File: src/rtl/output_stream_if_if.sv
// ---------------------------------------------------------------------------
// output_stream_if_if
// AXI4-Stream bundle used by the egress transmitter.
//   master modport : drives TVALID/TDATA/TKEEP/TLAST/TUSER, samples TREADY
//   slave  modport : samples payload and valid, drives TREADY
// Parameters: TBITS data width, TBYTE keep width (TBITS/8).
// ---------------------------------------------------------------------------
interface output_stream_if_if #(
  parameter int TBITS = 64,
  parameter int TBYTE = 8
);
  logic             TVALID;
  logic             TREADY;
  logic [TBITS-1:0] TDATA;
  logic [TBYTE-1:0] TKEEP;
  logic             TLAST;
  logic             TUSER;

  modport master (
    output TVALID, TDATA, TKEEP, TLAST, TUSER,
    input  TREADY
  );

  modport slave (
    input  TVALID, TDATA, TKEEP, TLAST, TUSER,
    output TREADY
  );
endinterface

File: src/rtl/output_stream_if.sv
// ---------------------------------------------------------------------------
// output_stream_if
// AXI4-Stream master transmitter. Compute-side logic pushes words through a
// FIFO-style write port; the words are buffered in a DEPTH-entry FIFO
// followed by one output register and sent out on the AXIS master port.
// Total capacity is DEPTH+1 words.
//
// Ports:
//   ACLK, ARESETN        clock (rising edge) and async active-low reset
//   osif_data_din        write data            -> TDATA
//   osif_strb_din        write byte strobe     -> TKEEP
//   osif_last_din        end-of-packet marker  -> TLAST (default build)
//   osif_user_din        sideband              -> TUSER
//   osif_write           write request, taken only while osif_full_n=1
//   osif_full_n          1 = a write is accepted this cycle
//   osif_idle            1 = FIFO empty and nothing on the output
//   cfg_pkt_len          packet length in beats (auto-last build only)
//   m_axis               AXIS master modport
//
// Build option: define OSIF_AUTO_LAST_EN to generate TLAST from an internal
// beat counter (cfg_pkt_len beats per packet, 0 treated as 1) instead of
// forwarding osif_last_din.
// ---------------------------------------------------------------------------
module output_stream_if #(
  parameter int TBITS     = 64,
  parameter int TBYTE     = 8,
  parameter int ADDR_BITS = 4
) (
  input  logic                 ACLK,
  input  logic                 ARESETN,
  input  logic [TBITS-1:0]     osif_data_din,
  input  logic [TBYTE-1:0]     osif_strb_din,
  input  logic                 osif_last_din,
  input  logic                 osif_user_din,
  input  logic                 osif_write,
  output logic                 osif_full_n,
  output logic                 osif_idle,
  input  logic [15:0]          cfg_pkt_len,
  output_stream_if_if.master   m_axis
);

  localparam int DEPTH = 1 << ADDR_BITS;
  localparam int EW    = TBITS + TBYTE + 2;
  localparam logic [ADDR_BITS:0] PTR_ONE = {{ADDR_BITS{1'b0}}, 1'b1};

  logic [EW-1:0]      mem_q [DEPTH];
  logic [ADDR_BITS:0] wptr_q, wptr_d;
  logic [ADDR_BITS:0] rptr_q, rptr_d;
  logic               tvalid_q, tvalid_d;
  logic [TBITS-1:0]   tdata_q, tdata_d;
  logic [TBYTE-1:0]   tkeep_q, tkeep_d;
  logic               tlast_q, tlast_d;
  logic               tuser_q, tuser_d;

  logic               fifo_full;
  logic               fifo_empty;
  logic               wr_en;
  logic               ld_en;
  logic [EW-1:0]      wr_entry;
  logic [EW-1:0]      head;

`ifdef OSIF_AUTO_LAST_EN
  logic [15:0] beat_cnt_q, beat_cnt_d;
  logic        pkt_end;
  // osif_last_din and the stored last bit are not used when TLAST is counted
  logic        unused_last;
  assign unused_last = osif_last_din ^ head[1];
`else
  logic        unused_cfg;
  assign unused_cfg = ^cfg_pkt_len;
`endif

  // Pointer-based occupancy: the extra MSB separates full from empty.
  // A write is judged against the registered full flag, so a word leaving
  // in the same cycle does not make room for a write at count=DEPTH.
  always_comb begin
    fifo_full  = (wptr_q[ADDR_BITS] != rptr_q[ADDR_BITS]) &&
                 (wptr_q[ADDR_BITS-1:0] == rptr_q[ADDR_BITS-1:0]);
    fifo_empty = (wptr_q == rptr_q);
    wr_en      = osif_write && !fifo_full;
    ld_en      = !fifo_empty && (!tvalid_q || m_axis.TREADY);
    wr_entry   = {osif_data_din, osif_strb_din, osif_last_din, osif_user_din};
    head       = mem_q[rptr_q[ADDR_BITS-1:0]];
  end

  // Next-state for pointers and the output register. The output register
  // only changes when it is empty or its word is being taken, which keeps
  // TVALID and payload frozen while the sink stalls.
  always_comb begin
    wptr_d   = wptr_q;
    rptr_d   = rptr_q;
    tvalid_d = tvalid_q;
    tdata_d  = tdata_q;
    tkeep_d  = tkeep_q;
    tlast_d  = tlast_q;
    tuser_d  = tuser_q;
`ifdef OSIF_AUTO_LAST_EN
    beat_cnt_d = beat_cnt_q;
    pkt_end    = (cfg_pkt_len == 16'd0) || (beat_cnt_q == cfg_pkt_len - 16'd1);
`endif

    if (wr_en) begin
      wptr_d = wptr_q + PTR_ONE;
    end

    if (ld_en) begin
      rptr_d   = rptr_q + PTR_ONE;
      tvalid_d = 1'b1;
      tdata_d  = head[EW-1 -: TBITS];
      tkeep_d  = head[TBYTE+1 -: TBYTE];
      tuser_d  = head[0];
`ifdef OSIF_AUTO_LAST_EN
      tlast_d    = pkt_end;
      beat_cnt_d = pkt_end ? 16'd0 : beat_cnt_q + 16'd1;
`else
      tlast_d  = head[1];
`endif
    end else if (tvalid_q && m_axis.TREADY) begin
      tvalid_d = 1'b0;
    end
  end

  // FIFO storage carries no reset; the pointers define which entries are live.
  always_ff @(posedge ACLK) begin
    if (wr_en) begin
      mem_q[wptr_q[ADDR_BITS-1:0]] <= wr_entry;
    end
  end

  always_ff @(posedge ACLK or negedge ARESETN) begin
    if (!ARESETN) begin
      wptr_q   <= '0;
      rptr_q   <= '0;
      tvalid_q <= 1'b0;
      tdata_q  <= '0;
      tkeep_q  <= '0;
      tlast_q  <= 1'b0;
      tuser_q  <= 1'b0;
`ifdef OSIF_AUTO_LAST_EN
      beat_cnt_q <= 16'd0;
`endif
    end else begin
      wptr_q   <= wptr_d;
      rptr_q   <= rptr_d;
      tvalid_q <= tvalid_d;
      tdata_q  <= tdata_d;
      tkeep_q  <= tkeep_d;
      tlast_q  <= tlast_d;
      tuser_q  <= tuser_d;
`ifdef OSIF_AUTO_LAST_EN
      beat_cnt_q <= beat_cnt_d;
`endif
    end
  end

  assign osif_full_n   = !fifo_full;
  assign osif_idle     = fifo_empty && !tvalid_q;
  assign m_axis.TVALID = tvalid_q;
  assign m_axis.TDATA  = tdata_q;
  assign m_axis.TKEEP  = tkeep_q;
  assign m_axis.TLAST  = tlast_q;
  assign m_axis.TUSER  = tuser_q;

endmodule

File: src/flat_wrapper.sv
// flat-port wrapper written by rule: the top's interface ports become plain ports
module output_stream_if_flat 
#(
  parameter int TBITS     = 64,
  parameter int TBYTE     = 8,
  parameter int ADDR_BITS = 4
)
  (ACLK, ARESETN, osif_data_din, osif_strb_din, osif_last_din, osif_user_din, osif_write, osif_full_n, osif_idle, cfg_pkt_len, m_axis_TVALID, m_axis_TDATA, m_axis_TKEEP, m_axis_TLAST, m_axis_TUSER, m_axis_TREADY);
  output_stream_if_if #(.TBITS(TBITS), .TBYTE(TBYTE)) m_axis_i ();
  input  logic ACLK;
  input  logic ARESETN;
  input  logic [TBITS-1:0] osif_data_din;
  input  logic [TBYTE-1:0] osif_strb_din;
  input  logic osif_last_din;
  input  logic osif_user_din;
  input  logic osif_write;
  output logic osif_full_n;
  output logic osif_idle;
  input  logic [15:0] cfg_pkt_len;
  output wire logic [$bits(m_axis_i.TVALID)-1:0] m_axis_TVALID;
  output wire logic [$bits(m_axis_i.TDATA)-1:0] m_axis_TDATA;
  output wire logic [$bits(m_axis_i.TKEEP)-1:0] m_axis_TKEEP;
  output wire logic [$bits(m_axis_i.TLAST)-1:0] m_axis_TLAST;
  output wire logic [$bits(m_axis_i.TUSER)-1:0] m_axis_TUSER;
  input wire logic [$bits(m_axis_i.TREADY)-1:0] m_axis_TREADY;
  assign m_axis_TVALID = m_axis_i.TVALID;
  assign m_axis_TDATA = m_axis_i.TDATA;
  assign m_axis_TKEEP = m_axis_i.TKEEP;
  assign m_axis_TLAST = m_axis_i.TLAST;
  assign m_axis_TUSER = m_axis_i.TUSER;
  assign m_axis_i.TREADY = m_axis_TREADY;
  output_stream_if #(.TBITS(TBITS), .TBYTE(TBYTE), .ADDR_BITS(ADDR_BITS)) u_core (.ACLK(ACLK), .ARESETN(ARESETN), .osif_data_din(osif_data_din), .osif_strb_din(osif_strb_din), .osif_last_din(osif_last_din), .osif_user_din(osif_user_din), .osif_write(osif_write), .osif_full_n(osif_full_n), .osif_idle(osif_idle), .cfg_pkt_len(cfg_pkt_len), .m_axis(m_axis_i));
endmodule
File: config.mk
export PLATFORM = sky130hd
export DESIGN_NAME = output_stream_if_flat
export DESIGN_NICKNAME = d
export VERILOG_FILES = /design/src/rtl/output_stream_if_if.sv /design/src/rtl/output_stream_if.sv /design/src/flat_wrapper.sv
export SDC_FILE = /design/constraint.sdc
export NUM_CORES = 1
export LEC_CHECK = 0
export BUFFER_PORTS_ARGS = -buffer_cell sky130_fd_sc_hd__buf_4
export CAP_MARGIN = 20
export CORE_ASPECT_RATIO = 0.7
export CORE_MARGIN = 2
export CORE_UTILIZATION = 45
export CTS_CLUSTER_SIZE = 10
export DETAILED_ROUTE_END_ITERATION = 7
export SETUP_SLACK_MARGIN = 0.5
export SYNTH_ARGS = -nofsm -noshare
export SYNTH_HDL_FRONTEND = slang
export SYNTH_SLANG_ARGS = --single-unit
File: constraint.sdc
create_clock -name ACLK -period 10.8 [get_ports ACLK]
set_input_delay 2.16 -clock ACLK [delete_from_list [all_inputs] [get_ports ACLK]]
set_output_delay 2.16 -clock ACLK [all_outputs]
set_load 0.005 [all_outputs]
==> reports/metrics.yaml, run 1 <==
clocking:
  cts_buffers: 145
  cts-resized-gates: 0
  post-cts-setup-buffers: 0
  cts_root_buffer: "clkbuf_16"
  htree_levels: 4
  holdBufCountCts: 0
  cts_tree: "done"
  clock_path_buffers: 3
  clkSlewWorstSetupHoldPaths_ps: 60
  cts_sinks: 1269
  clock_latency_ps: 740
synthesis:
  synth_top_area_share: 0.747
  synth-seq-cells: 1269
  ys_warn_count: 0
  postSynthCellCount: 2034
  synth_area_sq_mm: 0.0476
  avgSynthCellArea_sq_um: 23.4
  synth_nets: 2133
  seq_area_frac_synth: 0.792
  synth_area_leader_cell: "edfxtp_1"
  ys_types: 26
  ys_top_cells_by_area: "edfxtp_1, mux4_2, dfrtp_1"
critical_path:
  cp_cell_sequence: "xnor2_1, nand4_1, nand2b_1, buf_4"
  crit_type: "flop to output pin"
  worst-path-buf-inv: 1
  end_kind: "output pin"
  critPathLaunchType: "flop"
  r2r_setup_slack_ps: 6690
  slowest_delay_ps: 970
  cp_top_family: "flip-flops"
  crit_slowest_cell: "dfrtp_4"
  critPathArrivalTime_ps: 2720
  cp.required_ps: 8640
  critical_path.max_fanout: 53
drt:
  final_antenna_net_count: 0
  vias: 21900
  wl_per_cell_microns: 28.4
  drt_pass1_iterations: 5
  drtIter0Drc: 2007
  drc: 0
  routed_via_density: 5.76
  wl_microns: 108000
grt:
  antenna_found_initial: 8
  grt_usage: 0.201
  grt_pass1_wl_microns: 157000
  grt_pass1_vias: 23100
  grt-ovfl-total: 0
  grt_max_degree: 125
cells_and_area:
  seq_area_sq_mm: 0.0377
  layout_common_cells: "edfxtp_1, mux4_2, buf_4"
  final_common_cell: "edfxtp_1"
  synthToLayoutAreaGrowth_pct: 14.9
  final_nets: 2361
  nFillCells: 8093
  drive_gt1_frac: 0.313
  multiInputGateArea_sq_mm: 0.00945
floorplan:
  ios: 171
  die_x_microns: 393
  num_rows: 99
  core_area_sq_mm: 0.105
  start_util: 0.455
  die_area_sq_mm: 0.108
  die_h_microns: 276
sta:
  setup_tns_ps: 0
  finalSetupViolCount: 0
  fin_crit_ps: 4880
  post-route-period-util: 0.452
  tightest_slew_ps: 1150
  slew_violations: 0
  fin_skew_ps: 24.4
  rsz0062_at_grt: "false"
  finalHoldViolCount: 0
  clock.fmax_mhz: 205
  setup_slack_ps: 5920
  slew_headroom: 0.234
worst_hold_path:
  hold_class: "flop to flop"
placement:
  io_buffers: 154
  place_congestion: 0.668
  place_ws_ps: 5990
  hpwl_microns: 50500
outcome:
  status: "completed"
flow_run:
  drv_cap: 0
power:
  cellPowerDensity_mw_per_mm2: 267
  p_leak_nw: 17.7
  peakVddDrop_uv: 216
[logic make-up (layout without fill, tap and decap cells)]
| logic type | Yosys count | count (layout) | share of synthesized area |
|---|---|---|---|
| buf+inv | 113 | 459 | 0.0120 |
| compound gates | 156 | 156 | 0.0247 |
| simple gates | 105 | 105 | 0.00965 |
| mux | 372 | 372 | 0.158 |
| xor+xnor | 14 | 14 | 0.00258 |
| flops | 1269 | 1269 | 0.792 |
| other cells | 0 | 2 | 0 |
| fa+ha+maj | 5 | 5 | 0.00131 |
[cell usage after synthesis]
cell type / instances
nand2b_1: 2
ha_1: 5
a22oi_1: 148
buf_6: 14
o2111ai_1: 2
mux4_2: 296
buf_4: 1
nor3_1: 2
inv_1: 3
clkbuf_1: 48
xnor2_1: 12
edfxtp_1: 1184
and2_1: 2
o21a_1: 2
nor2_1: 3
nand2_1: 75
nor2b_1: 6
xor2_1: 2
mux2_1: 2
mux2_2: 74
and3_1: 14
dfrtp_1: 85
o211ai_1: 4
buf_2: 31
buf_1: 16
nand4_1: 1
[worst paths after layout]
| kind | start | end | depth (start not counted) |
|---|---|---|---|
| setup reg to reg | u_core.rptr_q[1]$_DFFE_PN0P_ | u_core.mem_q[7][60]$_DFFE_PP_ | 6 |
| setup / recovery | u_core.rptr_q[1]$_DFFE_PN0P_ | osif_full_n | 4 |
| hold / removal | u_core.m_axis.TDATA[29]$_DFFE_PN0P_ | u_core.m_axis.TDATA[29]$_DFFE_PN0P_ | 1 |
| min in group asynchronous | ARESETN | u_core.m_axis.TDATA[47]$_DFFE_PN0P_ | 1 |
| max in group asynchronous | ARESETN | u_core.rptr_q[0]$_DFFE_PN0P_ | 2 |
| hold reg to reg | u_core.m_axis.TDATA[29]$_DFFE_PN0P_ | u_core.m_axis.TDATA[29]$_DFFE_PN0P_ | 1 |
[per-stage QoR]
stage	utilization	instances	hold slack, ps	total power (W)	cell area [sq um]
CTS	0.523	3794	510	0.0148	54700
global placement	0.482	3529	491	0.0103	50400
detailed placement	0.482	3529	498	0.0103	50400
finish	0.523	3796	506	0.0146	54700
floorplan	-	2034	502	0.00901	47600
global route	0.523	3796	526	0.0153	54700
[where the power goes]
part	internal (W)	leakage (nW)	total, W	switching, W
Clock	0.00261	2.04	0.00446	0.00185
Combinational	0.00179	3.93	0.00384	0.00204
Sequential	0.00603	11.7	0.00632	0.000289
[layer usage]
| layer | up-vias | global-route usage | wire length, microns |
|---|---|---|---|
| met5 | - | 0 | 81 |
| met4 | 12 | 0.0550 | 2030 |
| met3 | 169 | 0.0386 | 7280 |
| met2 | 763 | 0.328 | 53600 |
| met1 | 11800 | 0.279 | 44700 |
| li1 | 9148 | - | - |
[sequential cells by signal (all words and copies together) (netlist names)]
name / count
u_core.m_axis.TVALID: 1
u_core.m_axis.TDATA: 64
u_core.wptr_q: 5
u_core.m_axis.TKEEP: 8
u_core.rptr_q: 5
u_core.m_axis.TLAST: 1
u_core.m_axis.TUSER: 1
u_core.mem_q: 1184
[layout make-up]
class / count / share of cell area
clock inverters: 12 / 0.00325
diodes: 2 / 0.0000915
repair buffers: 191 / 0.0267
well taps: 1414 / 0.0324
inverters: 3 / 0.000252
flip-flops and latches: 1269 / 0.689
clock buffers: 253 / 0.0753
multi-input cells: 652 / 0.173
Power figures use the tool's default switching activity.
==> run 2, diff against run 1 <==
ABC_AREA = 1   (was default)
clock period = 3.9 ns   (was 10.8 ns; I/O delays follow)
==> reports/metrics.yaml, run 2 <==
grt:
  grt-ovfl-total: 0
  grt_max_degree: 221
  grt_pass1_wl_microns: 211000
  antenna_found_initial: 10
  grt_usage: 0.224
  grt_pass1_vias: 34300
synthesis:
  synth_common_cells: "nand2_1, edfxtp_1, inv_1"
  postSynthCellCount: 5470
  yosysMostFrequentCell: "nand2_1"
  avgSynthCellArea_sq_um: 10.0
  synth_top_area_share: 0.649
  synth_xor_area_frac: 0.00160
  synth-main-ff-cell: "edfxtp_1"
  synth_edf_count: 1184
  ys_types: 22
  synth-compound-area-share: 0.000183
  ys_warn_count: 0
  synth_area_leader_cell: "edfxtp_1"
  seq_area_frac_synth: 0.688
  synth_top_family_by_area: "simple AND/OR/NAND/NOR gates"
  async_flop_share: 0.0670
  synthMuxAreaShare: 0
  synth_area_sq_mm: 0.0548
  ys_top_cells_by_area: "edfxtp_1, nand2_1, inv_1"
  synth_nets: 5569
  synthSimpleGateAreaFrac: 0.210
  synth-seq-cells: 1269
  synth_adder_area_share: 0.00114
outcome:
  status: "completed"
critical_path:
  crit_type: "flop to flop"
  cp.required_ps: 4540
  r2r_setup_slack_ps: 890
  critical_path.max_fanout: 220
  end_kind: "flop"
  critPathLaunchType: "flop"
  critPathArrivalTime_ps: 3660
drt:
  routed_via_density: 4.87
  wl_microns: 139000
  drtIter0Drc: 3081
  wl_per_cell_microns: 18.9
  vias: 35800
  drc: 0
  final_antenna_net_count: 0
  drt_pass1_iterations: 5
power:
  total_power_w: 0.0440
  peakVddDrop_uv: 1060
  cellPowerDensity_mw_per_mm2: 705
  p_leak_nw: 27.9
floorplan:
  die_h_microns: 296
  die_area_sq_mm: 0.125
  ios: 171
  core_area_sq_mm: 0.121
  die_x_microns: 421
  start_util: 0.452
  num_rows: 107
placement:
  place_congestion: 0.731
  io_buffers: 154
  hpwl_microns: 67000
  dp.cells: 7082
sta:
  finalHoldViolCount: 0
  whs_ps: 51.6
  fin_skew_ps: 27.7
  slew_violations: 0
  rsz0062_at_grt: "false"
  slew_headroom: 0.195
  finalSetupViolCount: 0
  clock.fmax_mhz: 332
  setup_tns_ps: 0
  post-route-period-util: 0.773
  tightest_slew_ps: 1210
  fin_crit_ps: 3010
cells_and_area:
  final_common_cell: "nand2_1"
  final_nets: 5694
  nFillCells: 10600
  fin_util: 0.515
  layout_common_cells: "nand2_1, edfxtp_1, inv_1"
  synthToLayoutAreaGrowth_pct: 13.9
  instances_no_fill: 7352
  largest_reg_flops: 1184
  drive_gt1_frac: 0.0749
clocking:
  htree_levels: 4
  cts_root_buffer: "clkbuf_16"
  holdBufCountCts: 0
  cts_tree: "done"
  cts_buffers: 146
  clock_latency_ps: 760
  clock_path_buffers: 3
  post-cts-setup-buffers: 0
  clkSlewWorstSetupHoldPaths_ps: 60
  cts_sinks: 1269
  cts-resized-gates: 0
flow_run:
  drv_cap: 0
worst_hold_path:
  hold_class: "input port to async pin"
==> run 2: cell types whose count changed in the layout (fill, tap and decap cells not counted), sizes merged, moves of 4 or more <==
| cell | change |
|---|---|
| o211ai | -4 |
| a22oi | -148 |
| buf | +42 |
| xnor2 | -7 |
| clkbuf | +4 |
| nor2b | -6 |
| and3 | -14 |
| nand3 | +744 |
| inv | +1125 |
| mux4 | -296 |
| nor3 | +13 |
| mux2 | -76 |
| nand2 | +1962 |
==> run 2: critical path, cell delays in order, from the launching register on <==
cell	delay (ps)
dfrtp_4	480
buf_12	730
buf_4	810
nand2_1	140
nand3_1	120
nand2_1	70
nand2_1	60
nand2_1	110
inv_1	70
nand2_1	50
nand2_1	50
nand2_1	60
==> run 2: kinds of logic after synthesis <==
group / after synthesis
xor gates and xnor gates: 10
buffers and inverters: 1382
DFF: 1269
adders and majority gates: 5
AOI/OAI and AO/OA: 2
and+or+nand+nor: 2802
==> run 2: area by class of cell <==
cell class                 instances  area, sq um  area share
tap                             1635         2050      0.0328
clock buffer                     257         4210      0.0675
multi-input combinational       2819        11800       0.190
inverter                        1126         4250      0.0682
sequential                      1269        37700       0.604
timing repair buffer             233         2200      0.0353
antenna                            1         2.50   0.0000401
clock inverter                    12          138     0.00221
==> run 2: metrics by stage <==
step | instance area (sq um) | setup slack [ps]
after floorplan | 54800 | -600
after global placement | 58000 | 925
after detailed placement | 58000 | 933
after CTS | 62400 | 870
after global routing | 62400 | 651
final | 62400 | 886
==> run 2: worst paths after layout <==
kind                                                  endpoint                           startpoint  cells past startpoint
hold / removal             u_core.m_axis.TDATA[32]$_DFFE_PN0P_                              ARESETN                      1
setup reg to reg           u_core.m_axis.TDATA[20]$_DFFE_PN0P_         u_core.rptr_q[0]$_DFFE_PN0P_                     11
hold reg to reg            u_core.m_axis.TDATA[32]$_DFFE_PN0P_  u_core.m_axis.TDATA[32]$_DFFE_PN0P_                      2
min in group ACLK                u_core.mem_q[8][14]$_DFFE_PP_                     osif_data_din[4]                      1
setup / recovery           u_core.m_axis.TDATA[20]$_DFFE_PN0P_         u_core.rptr_q[0]$_DFFE_PN0P_                     11
max in group asynchronous   u_core.m_axis.TDATA[7]$_DFFE_PN0P_                              ARESETN                      2
==> run 2: metal layers <==
layer	vias to the layer above	track usage	routed length [microns]
met3	224	0.0388	9220
met1	17000	0.307	62000
met5	-	0	102
li1	17500	-	-
met2	1071	0.365	64600
met4	18	0.0714	3210
==> run 2: power by group <==
| part | leakage, nW | switching (W) | internal [W] |
|---|---|---|---|
| logic | 14.1 | 0.00996 | 0.00421 |
| clock network | 2.07 | 0.00530 | 0.00730 |
| registers | 11.7 | 0.000687 | 0.0165 |
